==> config.mk <==
export PLATFORM = sky130hd
export DESIGN_NAME = control_sequencer
export DESIGN_NICKNAME = d
export VERILOG_FILES = /design/src/rtl/controlpack.sv /design/src/rtl/control_sequencer_control_word_gen.sv /design/src/rtl/control_sequencer.sv
export SDC_FILE = /design/constraint.sdc
export NUM_CORES = 1
export LEC_CHECK = 0
export ABC_CLOCK_PERIOD_IN_PS = 2000
export CAP_MARGIN = 20
export CORE_MARGIN = 4
export CORE_UTILIZATION = 48
export DETAILED_ROUTE_END_ITERATION = 8
export PLACE_DENSITY = 0.85
export SYNTH_ARGS = -nofsm -noshare
export SYNTH_HDL_FRONTEND = slang
export SYNTH_HIERARCHICAL = 1
export SYNTH_SLANG_ARGS = --single-unit
==> constraint.sdc <==
create_clock -name clk -period 2 [get_ports clk]
set_input_delay 0.3 -clock clk [delete_from_list [all_inputs] [get_ports clk]]
set_output_delay 0.3 -clock clk [all_outputs]
set_load 0.01 [all_outputs]
==> src/rtl/controlpack.sv <==
// controlpack: shared control-word, selector and sequencer types for the control path.
// The datapath decodes control_word_t fields directly, so field order is part of the interface.
package controlpack;
    typedef enum logic [3:0] {
        ALUNOP = 4'h0, INC1 = 4'h1, ADD = 4'h2, SUB = 4'h3,
        AND_OP = 4'h4, OR_OP = 4'h5, XOR_OP = 4'h6, DEC1 = 4'h7,
        SHL = 4'h8, SHR = 4'h9, ROL = 4'hA, ROR = 4'hB,
        NOT_OP = 4'hC, CMP = 4'hD, PASS_A = 4'hE, PASS_B = 4'hF
    } alu_op_e;
    typedef enum logic {READ = 1'b0, WRITE = 1'b1} mem_op_e;
    typedef enum logic [2:0] {
        REG_A, REG_B, REG_C, REG_D, REG_E, REG_F, PC_ADDR_LOW, PC_ADDR_HIGH
    } register_sel_e;
    typedef enum logic {SRC_ALU = 1'b0, SRC_BUS = 1'b1} data_source_e;
    typedef enum logic {INNOP = 1'b0, INWRITE = 1'b1} register_op_e;
    typedef enum logic {CONTROL_ADDRESS = 1'b0, DATA_ADDRESS = 1'b1} address_source_sel_e;
    typedef enum logic {MB_PC = 1'b0, MB_DATA = 1'b1} memory_bus_selector_e;
    typedef enum logic [3:0] {NOP = 4'h0, LDX = 4'h1, AOP = 4'h2, HLT = 4'hF} instructions_e;
    typedef enum logic [3:0] {
        S_RST, S_FETCH, S_LATCH, S_PCHI, S_OPRD, S_OPLAT, S_EXEC, S_PCLO, S_HALT
    } seq_state_e;
    typedef struct packed {
        logic alu_carry;
        logic alu_zero;
    } alu_flag_t;
    typedef struct packed {
        alu_op_e       alu_op;
        mem_op_e       mem_op;
        register_sel_e reg1;
        register_sel_e reg2;
        register_sel_e inxd;
        data_source_e  source;
        logic          reset;
        logic          halt;
        logic          next_instr;
        logic          control_unit_load;
        logic          flag_load;
        logic          carry_in;
    } control_word_t;
    localparam control_word_t CW_IDLE = '{
        alu_op: ALUNOP, mem_op: READ, reg1: REG_A, reg2: REG_A, inxd: REG_A, source: SRC_ALU,
        reset: 1'b0, halt: 1'b0, next_instr: 1'b0, control_unit_load: 1'b0,
        flag_load: 1'b0, carry_in: 1'b0
    };
    function automatic control_word_t inc_word(register_sel_e r);
        control_word_t w;
        w = CW_IDLE;
        w.alu_op = INC1;
        w.reg1 = r;
        w.inxd = r;
        return w;
    endfunction
endpackage

==> src/rtl/control_sequencer_control_word_gen.sv <==
// control_word_gen: combinational decode of sequencer state, IR and OPR into the per-cycle control word.
module control_word_gen
    import controlpack::*;
(
    input  seq_state_e    state,
    input  logic          ena,
    input  logic [7:0]    ir,
    input  logic [5:0]    opr,
    input  logic          carry,
    output control_word_t cw,
    output register_op_e  reg_wr
);
    always_comb begin
        cw = CW_IDLE;
        reg_wr = INNOP;
        if (ena) begin
            unique case (state)
                S_FETCH: cw.next_instr = 1'b1;
                S_LATCH: begin
                    cw = inc_word(PC_ADDR_LOW);
                    cw.control_unit_load = 1'b1;
                    reg_wr = INWRITE;
                end
                S_PCHI: if (carry) begin
                    cw = inc_word(PC_ADDR_HIGH);
                    reg_wr = INWRITE;
                end
                S_OPLAT: if (ir[7:4] == LDX) begin
                    cw.inxd = register_sel_e'(ir[2:0]);
                    cw.source = SRC_BUS;
                    reg_wr = INWRITE;
                end
                S_EXEC: begin
                    cw.alu_op = alu_op_e'(ir[3:0]);
                    cw.reg1 = register_sel_e'(opr[2:0]);
                    cw.inxd = register_sel_e'(opr[2:0]);
                    cw.reg2 = register_sel_e'(opr[5:3]);
                    reg_wr = INWRITE;
                end
                S_PCLO: begin
                    cw = inc_word(PC_ADDR_LOW);
                    reg_wr = INWRITE;
                end
                default: ;
            endcase
        end
        // reset/halt reflect the state even while frozen
        cw.reset = (state == S_RST);
        cw.halt = (state == S_HALT);
    end
endmodule

==> src/rtl/control_sequencer.sv <==
// control_sequencer: fetch/decode/execute sequencer driving one control word per enabled cycle.
// The PC lives in the register file; this block only issues INC1 steps and follows the carry.
module control_sequencer
    import controlpack::*;
#(
    parameter int RESET_CYCLES    = 2,
    parameter bit HALT_ON_ILLEGAL = 1'b1
) (
    input  logic                 clk,
    input  logic                 rst_n,
    input  logic                 ena,
    input  logic [7:0]           data_i,
    input  alu_flag_t            flags_i,
    output control_word_t        control_word_o,
    output register_op_e         reg_wr_o,
    output address_source_sel_e  addr_src_o,
    output memory_bus_selector_e mem_bus_sel_o,
    output logic                 halted_o,
    output logic                 illegal_o
);
    seq_state_e state, state_nxt;
    logic [7:0] ir;
    logic [5:0] opr;
    logic [3:0] cnt;
    logic       phase, phase_nxt, illegal_nxt;
    logic       unused_zero;

    assign unused_zero = flags_i.alu_zero;

    always_comb begin
        state_nxt = state;
        phase_nxt = phase;
        illegal_nxt = illegal_o;
        unique case (state)
            S_RST:   state_nxt = (cnt == 4'(RESET_CYCLES - 1)) ? S_FETCH : S_RST;
            S_FETCH: state_nxt = S_LATCH;
            S_LATCH: begin
                state_nxt = S_PCHI;
                phase_nxt = 1'b0;
            end
            S_PCHI: begin
                if (phase) state_nxt = S_FETCH;
                else begin
                    case (ir[7:4])
                        NOP:      state_nxt = S_FETCH;
                        LDX, AOP: state_nxt = S_OPRD;
                        HLT:      state_nxt = S_HALT;
                        default: begin
                            state_nxt = HALT_ON_ILLEGAL ? S_HALT : S_FETCH;
                            illegal_nxt = HALT_ON_ILLEGAL;
                        end
                    endcase
                end
            end
            S_OPRD:  state_nxt = S_OPLAT;
            S_OPLAT: begin
                state_nxt = (ir[7:4] == LDX) ? S_PCLO : S_EXEC;
                phase_nxt = 1'b1;
            end
            S_EXEC:  state_nxt = S_PCLO;
            S_PCLO:  state_nxt = S_PCHI;
            default: state_nxt = S_HALT;
        endcase
    end

    always_ff @(posedge clk or negedge rst_n) begin
        if (!rst_n) begin
            state <= S_RST;
            ir <= '0;
            opr <= '0;
            cnt <= '0;
            phase <= 1'b0;
            illegal_o <= 1'b0;
        end else if (ena) begin
            state <= state_nxt;
            phase <= phase_nxt;
            illegal_o <= illegal_nxt;
            if (state == S_RST) cnt <= cnt + 4'd1;
            if (state == S_LATCH) ir <= data_i;
            if (state == S_OPLAT) opr <= data_i[5:0];
        end
    end

    control_word_gen u_gen (
        .state  (state),
        .ena    (ena),
        .ir     (ir),
        .opr    (opr),
        .carry  (flags_i.alu_carry),
        .cw     (control_word_o),
        .reg_wr (reg_wr_o)
    );

    assign addr_src_o = CONTROL_ADDRESS;
    assign mem_bus_sel_o = MB_PC;
    assign halted_o = (state == S_HALT);
endmodule

==> flow_summary.ini <==
[critical_path]
worst-setup-path-type = reg -> out
critical_path_arrival_ns = 1.76
critPathMaxFanout = 7
cp_data_required_time_ns = 1.70
endpoint_type_of_the_worst_setup_path = primary output
critical_path.startpoint_type = flip-flop

[layout]
nNetsFinal = 207
fill_cells = 211
post_route_cells_drive_above_1_share_pct = 44.7
antenna_cells_inserted = 0
area_growth_pct = 35.1
register_area_um2 = 603
finish.instance_area_um2 = 1960
multi_input_gate_area_in_the_final_layout_um2 = 801

[timing]
final_period_minus_worst_setup_slack_ns = 2.06
worst_slack_ns = -0.0568
clock.fmax_mhz = 486
finalSetupViolations = 2
setup_repair_after_global_routing_missed_its_margin = true
timing_max_transition_violations_final = 0
report.final.hold_viol_count = 0
worst_clock_skew_ns = 0.00267
finalCritPeriodShare_pct = 103

[routing]
detailedRoute.firstPassIterationCount = 4
wl_um = 3600
initialDrtViolationCount = 46
ant_nets = 0
drcViolationCount = 0
vias_per_cell = 5.61
vias = 1240
post_drt_wl_per_cell_um = 16.3

[logic_synthesis]
synth_largest_area_cell = dfrtp_1
synth.top_cells.by_area = dfrtp_1 (41%), mux2_2 (6.2%), mux2_4 (6.2%), buf_4 (3.1%), and3_1 (3.0%)
synth_top_area_share_pct = 41.3
ys_types = 48
synth-seq-cells = 24
mappedNetlistArea_um2 = 1450
synth-simple-area-share_pct = 24.1
asyncSetResetFlopFracSynth_pct = 100
area_fraction_in_compound_gates_after_synthesis_pct = 10.2
syn_avg_cell_area_um2 = 10.8
yosysWarnings = 6
largest_family_of_logic_cells_by_synthesized_area = simple AND/OR/NAND/NOR gates
post_synth_xor_area_fraction_pct = 2.41
ys_dominant_reg_cell = dfrtp_1
post_synth_inst_count = 134
synth_enable_flop_cells = 0
adder_and_majority_gate_portion_of_the_synthesized_area_pct = 1.72
synth.area.mux_share_pct = 12.4
synth_sequential_area_ratio_pct = 41.3

[cts]
worst_case_clock_buffer_depth = 2
clock_tree_from_tritoncts = done
cts.sinks = 24
clkTransAtPathRegs_ns = 0.12
cts_h_tree_lvls = 1
cts_inserted_buffers = 3
clockRootBuffer = clkbuf_4
clk_latency_ns = 0.31

[run_status]
failed_checks = negative setup slack
status = finished with violations

[grt]
grt_overflow = 0
maximum_number_of_pins_on_one_net_before_global_route_repair = 25
vias_in_the_first_global_route = 1289
groute.usage.overall_pct = 19.0
antenna_found_initial = 0
grt_pass1_wl_um = 6050

[die]
placement_rows = 19
pin_count = 39
design.core.area_um2 = 2830
die_height_um = 63.0
die_w_um = 63.0
design.die.area_um2 = 3970
initial_utilization_pct = 51.3

[placement]
globalplace.congestion = 0.780
dp_hpwl_um = 2650
numPortBuffers = 32
post_dp_cell_area_um2 = 1910

[power]
leakage_uw = 0.00100
max-vdd-ir-drop_mv = 0.763
post-layout-total-power_uw = 1900
power_per_cell_area_nw_per_um2 = 970

[run]
drv_cap = 0

[worst_hold_path]
hold_path_class = in -> async
-- report_power, final --
group / internal, uW / switching, uW
clock: 70.5 / 140
combinational: 500 / 394
sequential: 646 / 153
total: 1220 / 687
-- area by class of cell --
| cell class | instances | share of cell area [%] |
|---|---|---|
| clock buffer | 3 | 1.15 |
| inverter | 6 | 1.15 |
| multi-input combinational | 97 | 40.8 |
| sequential | 24 | 30.7 |
| tap | 31 | 1.98 |
| timing repair buffer | 60 | 24.2 |
-- cell families (layout without fill, tap and decap cells) --
logic type / Yosys count / after routing
simple gates: 50 / 50
flops: 24 / 24
compound gates: 22 / 22
buf+inv: 16 / 69
mux: 14 / 14
xor+xnor: 4 / 4
fa+ha+maj: 2 / 2
other cells: 2 / 5
-- cells in the mapped netlist (3+ instances only) --
library cell	instances
dfrtp_1	24
a21o_1	3
a21oi_1	8
nand2_1	8
buf_4	6
buf_6	3
and3_1	7
inv_1	5
mux2_4	6
nor2_1	5
nand3_1	3
mux2_2	8
nor4b_1	3
-- per-stage QoR --
stage	utilization (%)	TNS (ns)	instances	hold slack, ns	setup slack, ns
6_report	69.4	-0.0924	221	0.327	-0.0568
5_1_grt	69.4	-0.308	221	0.355	-0.124
4_1_cts	68.4	-0.230	219	0.338	-0.0873
3_5_place_dp	67.6	-4.62	213	0.452	-0.324
3_3_place_gp	67.6	-2.95	213	0.448	-0.301
2_1_floorplan	-	0	137	0.00441	0.238
-- flip-flops by register name (all words and copies together), names as in the netlist --
register   count
cnt            4
state          4
phase          1
ir             8
opr            6
illegal_o      1
-- per-layer routing --
| metal | global-route usage [%] | vias to the layer above | wire length (um) |
|---|---|---|---|
| met1 | 22.4 | 610 | 1480 |
| met3 | 3.78 | 4 | 147 |
| li1 | - | 590 | - |
| met4 | 6.89 | 0 | 31 |
| met5 | 0 | - | 0 |
| met2 | 33.7 | 36 | 1940 |
-- path summary, 6_finish.rpt --
check	startpoint	endpoint	slack [ns]	depth (start not counted)
max in group asynchronous	rst_n	state[2]	1.42	2
min in group clk	illegal_o	illegal_o	0.48	1
worst max-delay path	state[2]	control_word_o[9]	-0.06	4
worst min register to register	illegal_o	illegal_o	0.48	1
worst min-delay path	rst_n	cnt[3]	0.33	2
worst max register to register	state[0]	opr[2]	0.19	5
-- worst max-delay path, stage by stage, from the launching register on --
cell and delay [ns]:
dfrtp_2 0.46, or3b_4 0.40, and4_4 0.19, a221o_1 0.26
buf_2 0.14
-- cells in the final DEF (no fill, tap or decap), types with 6 or more instances in the layout --
master and n:
and3_1 6, buf_4 24, buf_6 6, clkbuf_2 8, clkdlybuf4s50_1 11, dfrtp_1 22, dlygate4sd2_1 6, mux2_2 8
mux2_4 6, nand2_1 8
-- repair_timing --
action                     CTS  global route
resized for setup           48            29
buffers inserted             3             2
hold endpoints to repair     0             0
setup endpoints to repair   20            17
hold buffers                 0             0
pin swaps                    0             4
(Power assumes the default switching activity.)
==> patch 1 (same flow settings) <==
Put a register stage on the output `control_word_o`, without a reset. The value now appears one clock later. The other outputs are not delayed to match.
--- a/src/rtl/control_sequencer.sv
+++ b/src/rtl/control_sequencer.sv
@@ -20,2 +20,4 @@
 );
+
+    control_word_t control_word_d;
     seq_state_e state, state_nxt;
@@ -89,3 +91,3 @@
         .carry  (flags_i.alu_carry),
-        .cw     (control_word_o),
+        .cw     (control_word_d),
         .reg_wr (reg_wr_o)
@@ -96,2 +98,6 @@
     assign halted_o = (state == S_HALT);
+    always_ff @(posedge clk) begin
+        control_word_o <= control_word_d;
+    end
+
 endmodule
Behaviour: not the same (Yosys sat finds a counterexample within 4 cycles, from zero or initial values and one cycle with rst_n low).
==> patch 1 against the unedited design <==
Sequential share of layout area increased by 11 points. Non-clock buffer count decreased by 7. Setup slack improved by 0.20 ns. Final area increased by 26%. Synthesized area increased by 30%. Clock power increased to 3.2 times the old value. Critical path type unchanged. Sequential cell count increased by 21. Via count increased by 12%. Combinational power decreased by 1%. Count of clock-buffer cells in the layout increased by 3. Routed wire length increased by 3.3%. Total power increased by 47%.
==> patch 1: results (changes against the unedited design) <==
| Result | Reported | Delta |
|:---|:---|:---|
| TritonCTS Buffers | 5 | +2 |
| Synth-to-Final Area Change | 30.95% |  |
| Maximum level of the CTS H-tree | 2 | +1 |
| Minimum setup slack after placement | -0.05761 ns | +0.2668 ns |
| Result of the run | finished, final reports clean |  |
| Top register by number of flip-flops | control_word_o |  |
| Post-synth top cells | sky130_fd_sc_hd__dfrtp_1, sky130_fd_sc_hd__dfxtp_1, sky130_fd_sc_hd__mux2_2 |  |
| Mapped cell area | 1892 um^2 | +30% |
| Total of fill cells in the finished design | 298 | +41% |
| Global-route usage over all layers | 0.1586 | -0.03131 |
| Post-CTS resize count | 3 | -94% |
| Seq pwr share | 0.443 | +0.023 |
| Post-synthesis cell type count | 47 | -2.1% |
| Count of input and output buffers | 35 | +9.4% |
| Multi-input comb cells | 99 | +2.1% |
| Number of DRC violations after detailed-routing iteration 0 | 79 | +72% |
| Worst Clk Skew | 0.005893 ns | +0.003226 ns |
| Global-route wire length before repair | 6258 um | +3.4% |
| Fraction of the mapped netlist area in compound gates | 0.08003 | -0.02247 |
| Vias in the first global route | 1367 | +6.1% |
| Leading cell types by total area after synthesis | sky130_fd_sc_hd__dfrtp_1, sky130_fd_sc_hd__dfxtp_1, sky130_fd_sc_hd__mux2_2, sky130_fd_sc_hd__and3_1, sky130_fd_sc_hd__buf_6 |  |
| Biggest fanout along the worst timing path | 3 | -4 |
| CP delay by family, top | flip-flops |  |
| Peak ir drop on the vdd network | 0.7388 mV | -3.2% |
| Final weighted congestion of routability-driven global placement | 0.8412 | +7.9% |
| Multiplexer fraction of the synthesized cell area | 0.08862 | -0.03541 |
| Root Driver | sky130_fd_sc_hd__clkbuf_8 |  |
| Count of clock tree sinks | 45 | +88% |
| Clock transition time at the flip-flop clock pins of the worst setup and hold paths | 0.08 ns | -0.04 ns |
| Fraction of final layout cells with drive strength greater than 1 | 0.2727 | -0.1746 |
| Total placed instance area | 2362 um^2 | +23% |
| Number of signal-net buffers in the layout | 53 | -12% |
| Register area share after synthesis | 0.5397 | +0.1262 |
[patch 1: worst paths after layout]
kind,startpoint,to,slack (ns)
worst max-delay path,state[1],reg_wr_o,0.14
worst min-delay path,rst_n,cnt[2],0.35
worst max register to register,state[2],state[3],0.35
worst min register to register,illegal_o,illegal_o,0.47
max in group asynchronous,rst_n,state[1],1.39
min in group clk,illegal_o,illegal_o,0.47
[patch 1: through the flow]
stage,util,power [W],cells
2_1_floorplan,-,0.001764,158
3_3_place_gp,0.6310,0.002053,249
3_5_place_dp,0.6310,0.002121,249
4_1_cts,0.6624,0.002809,257
5_1_grt,0.6618,0.002957,257
6_report,0.6618,0.002793,257
[patch 1: per-layer routing]
layer / vias up / global-route usage / routed length (um)
met5: - / 0 / 0
met4: 0 / 0.04593 / 39
met3: 6 / 0.06250 / 366
met2: 61 / 0.2719 / 1889
met1: 660 / 0.1833 / 1421
li1: 658 / - / -
==> patch 2 (same flow settings) <==
Made on the original files. Set the parameter `HALT_ON_ILLEGAL` to 1'b0 (it was 1'b1).
--- a/src/rtl/control_sequencer.sv
+++ b/src/rtl/control_sequencer.sv
@@ -6,3 +6,3 @@
     parameter int RESET_CYCLES    = 2,
-    parameter bit HALT_ON_ILLEGAL = 1'b1
+    parameter bit HALT_ON_ILLEGAL = 1'b0
 ) (
Check against the original RTL: not equivalent (Yosys sat finds a counterexample within 10 cycles, from zero or initial values and one cycle with rst_n low).
==> patch 2 against the unedited design <==
The flow still finishes with violations (setup timing). Core utilization rose by 0.23 points. Synthesized area shrank 1.6%. Setup slack got worse by 0.035 ns. Final area decreased by 0.51%. Sequential cell count fell by 1. Count of clock-buffer cells in the layout rose by 1. Final cell count up 2.3%. Sequential share of layout area down 1.2 points. Synthesized cell count up 2.2%. Routed wire length hardly changed. Critical endpoint unchanged.
Power is not compared: it rests on default switching activity, and its combinational part moved more than twofold at a synthesized area within 25%.
==> patch 2: results (changes against the unedited design) <==
| Result | Reported | Delta |
|:---|:---|:---|
| Result of the run | complete, but fails checks |  |
| Violations in the final reports | setup timing |  |
| Final weighted congestion of routability-driven global placement | 0.8710 | +12% |
| Total of endpoints with negative setup slack in the final report | 2 | unchanged |
| Data arrival, critical path | 1.79 ns | +0.03 ns |
| CP delay by family, top | flip-flops |  |
| Total wirelength of the detailed-routed design | 3601 um | about the same |
| Total vias in the final route | 1285 | +3.6% |
| Max stage delay on crit path | 0.44 ns | -0.02 ns |
| Layout Nets | 211 | +1.9% |
| Sum of net half-perimeters after detailed placement | 2722 um | +2.6% |
| Worst Clk Skew | 0.003385 ns | +0.0007175 ns |
| Detailed-route wire length on metal 1 | 1393 um | -5.8% |
| Sum of met2 wire segment lengths after detailed routing | 1871 um | -3.5% |
| Mean number of vias per cell | 5.686 | +1.3% |
| Total length of routed met3 wires | 218 um | +48% |
| Met3 routing resource usage after global routing | 0.03058 | -0.007194 |
| Setup slack of the most critical reg-to-reg path | 0.31 ns | +0.12 ns |
| Dpl cells | 215 | +0.94% |
| Register area share after synthesis | 0.4028 | -0.01063 |
| Met2 usage | 0.3688 | +0.03156 |
| Final critical-path setup slack | -0.09216 ns | -0.03533 ns |
| Total placed instance area | 1881 um^2 | -1.7% |
| Logic depth of the worst register-to-register path | 6 | +1 |
| Post-synth top cells | sky130_fd_sc_hd__dfrtp_1, sky130_fd_sc_hd__mux2_2, sky130_fd_sc_hd__a21oi_1, sky130_fd_sc_hd__and3_1, sky130_fd_sc_hd__nor2_1 |  |
[patch 2: cell type report]
cell class | instances | share of cell area
repair buffers | 62 | 0.2524
multi-input cells | 102 | 0.4113
flip-flops and latches | 23 | 0.2953
clock buffers | 4 | 0.01345
inverters | 4 | 0.007687
well taps | 31 | 0.01986
[patch 2: how the worst max path moves through the flow]
stage / start / cells past startpoint / slack, ns / end
finish: state[1] / 6 / -0.09 / control_word_o[9]
global route: state[1] / 6 / -0.15 / control_word_o[9]
CTS: state[1] / 8 / -0.09 / control_word_o[8]
detailed placement: flags_i[1] / 5 / -0.33 / control_word_o[9]
global placement: flags_i[1] / 5 / -0.31 / control_word_o[9]
floorplan: state[2] / 4 / 0.24 / control_word_o[9]
[patch 2: through the flow]
step                setup TNS (ns)  power (W)  setup WS (ns)  utilization  hold WS [ns]
finish                     -0.1167  0.0007374       -0.09216       0.6963        0.3227
global route               -0.5185  0.0007697        -0.1487       0.6963        0.3325
CTS                        -0.2192  0.0007400       -0.08945       0.6918        0.3348
detailed placement          -3.570  0.0005286        -0.3345       0.6704        0.4735
global placement            -2.904  0.0005258        -0.3092       0.6704        0.4581
floorplan                        0  0.0004940         0.2372            -      0.004409
[patch 2: repair_timing]
item	CTS	global route
setup buffers	8	2
endpoints found under the setup margin	20	16
gates resized for setup	45	31
pin swaps	6	5
[patch 2: power breakdown]
group,internal [W],leakage [nW],switching [W]
combinational,0.0000275,0.721,0.0000268
clock,0.0000779,0.0150,0.000140
sequential,0.000465,0.315,0
[patch 2: cells by family after synthesis]
group	count (synthesis)	synth area share
XOR/XNOR	4	0.02452
other	2	0.005256
adder cells (fa/ha/maj)	2	0.01751
flip-flops	23	0.4028
multiplexers	14	0.1103
AO/OA/AOI/OAI	23	0.1025
buffers and inverters	16	0.07530
AND/OR/NAND/NOR	53	0.2618
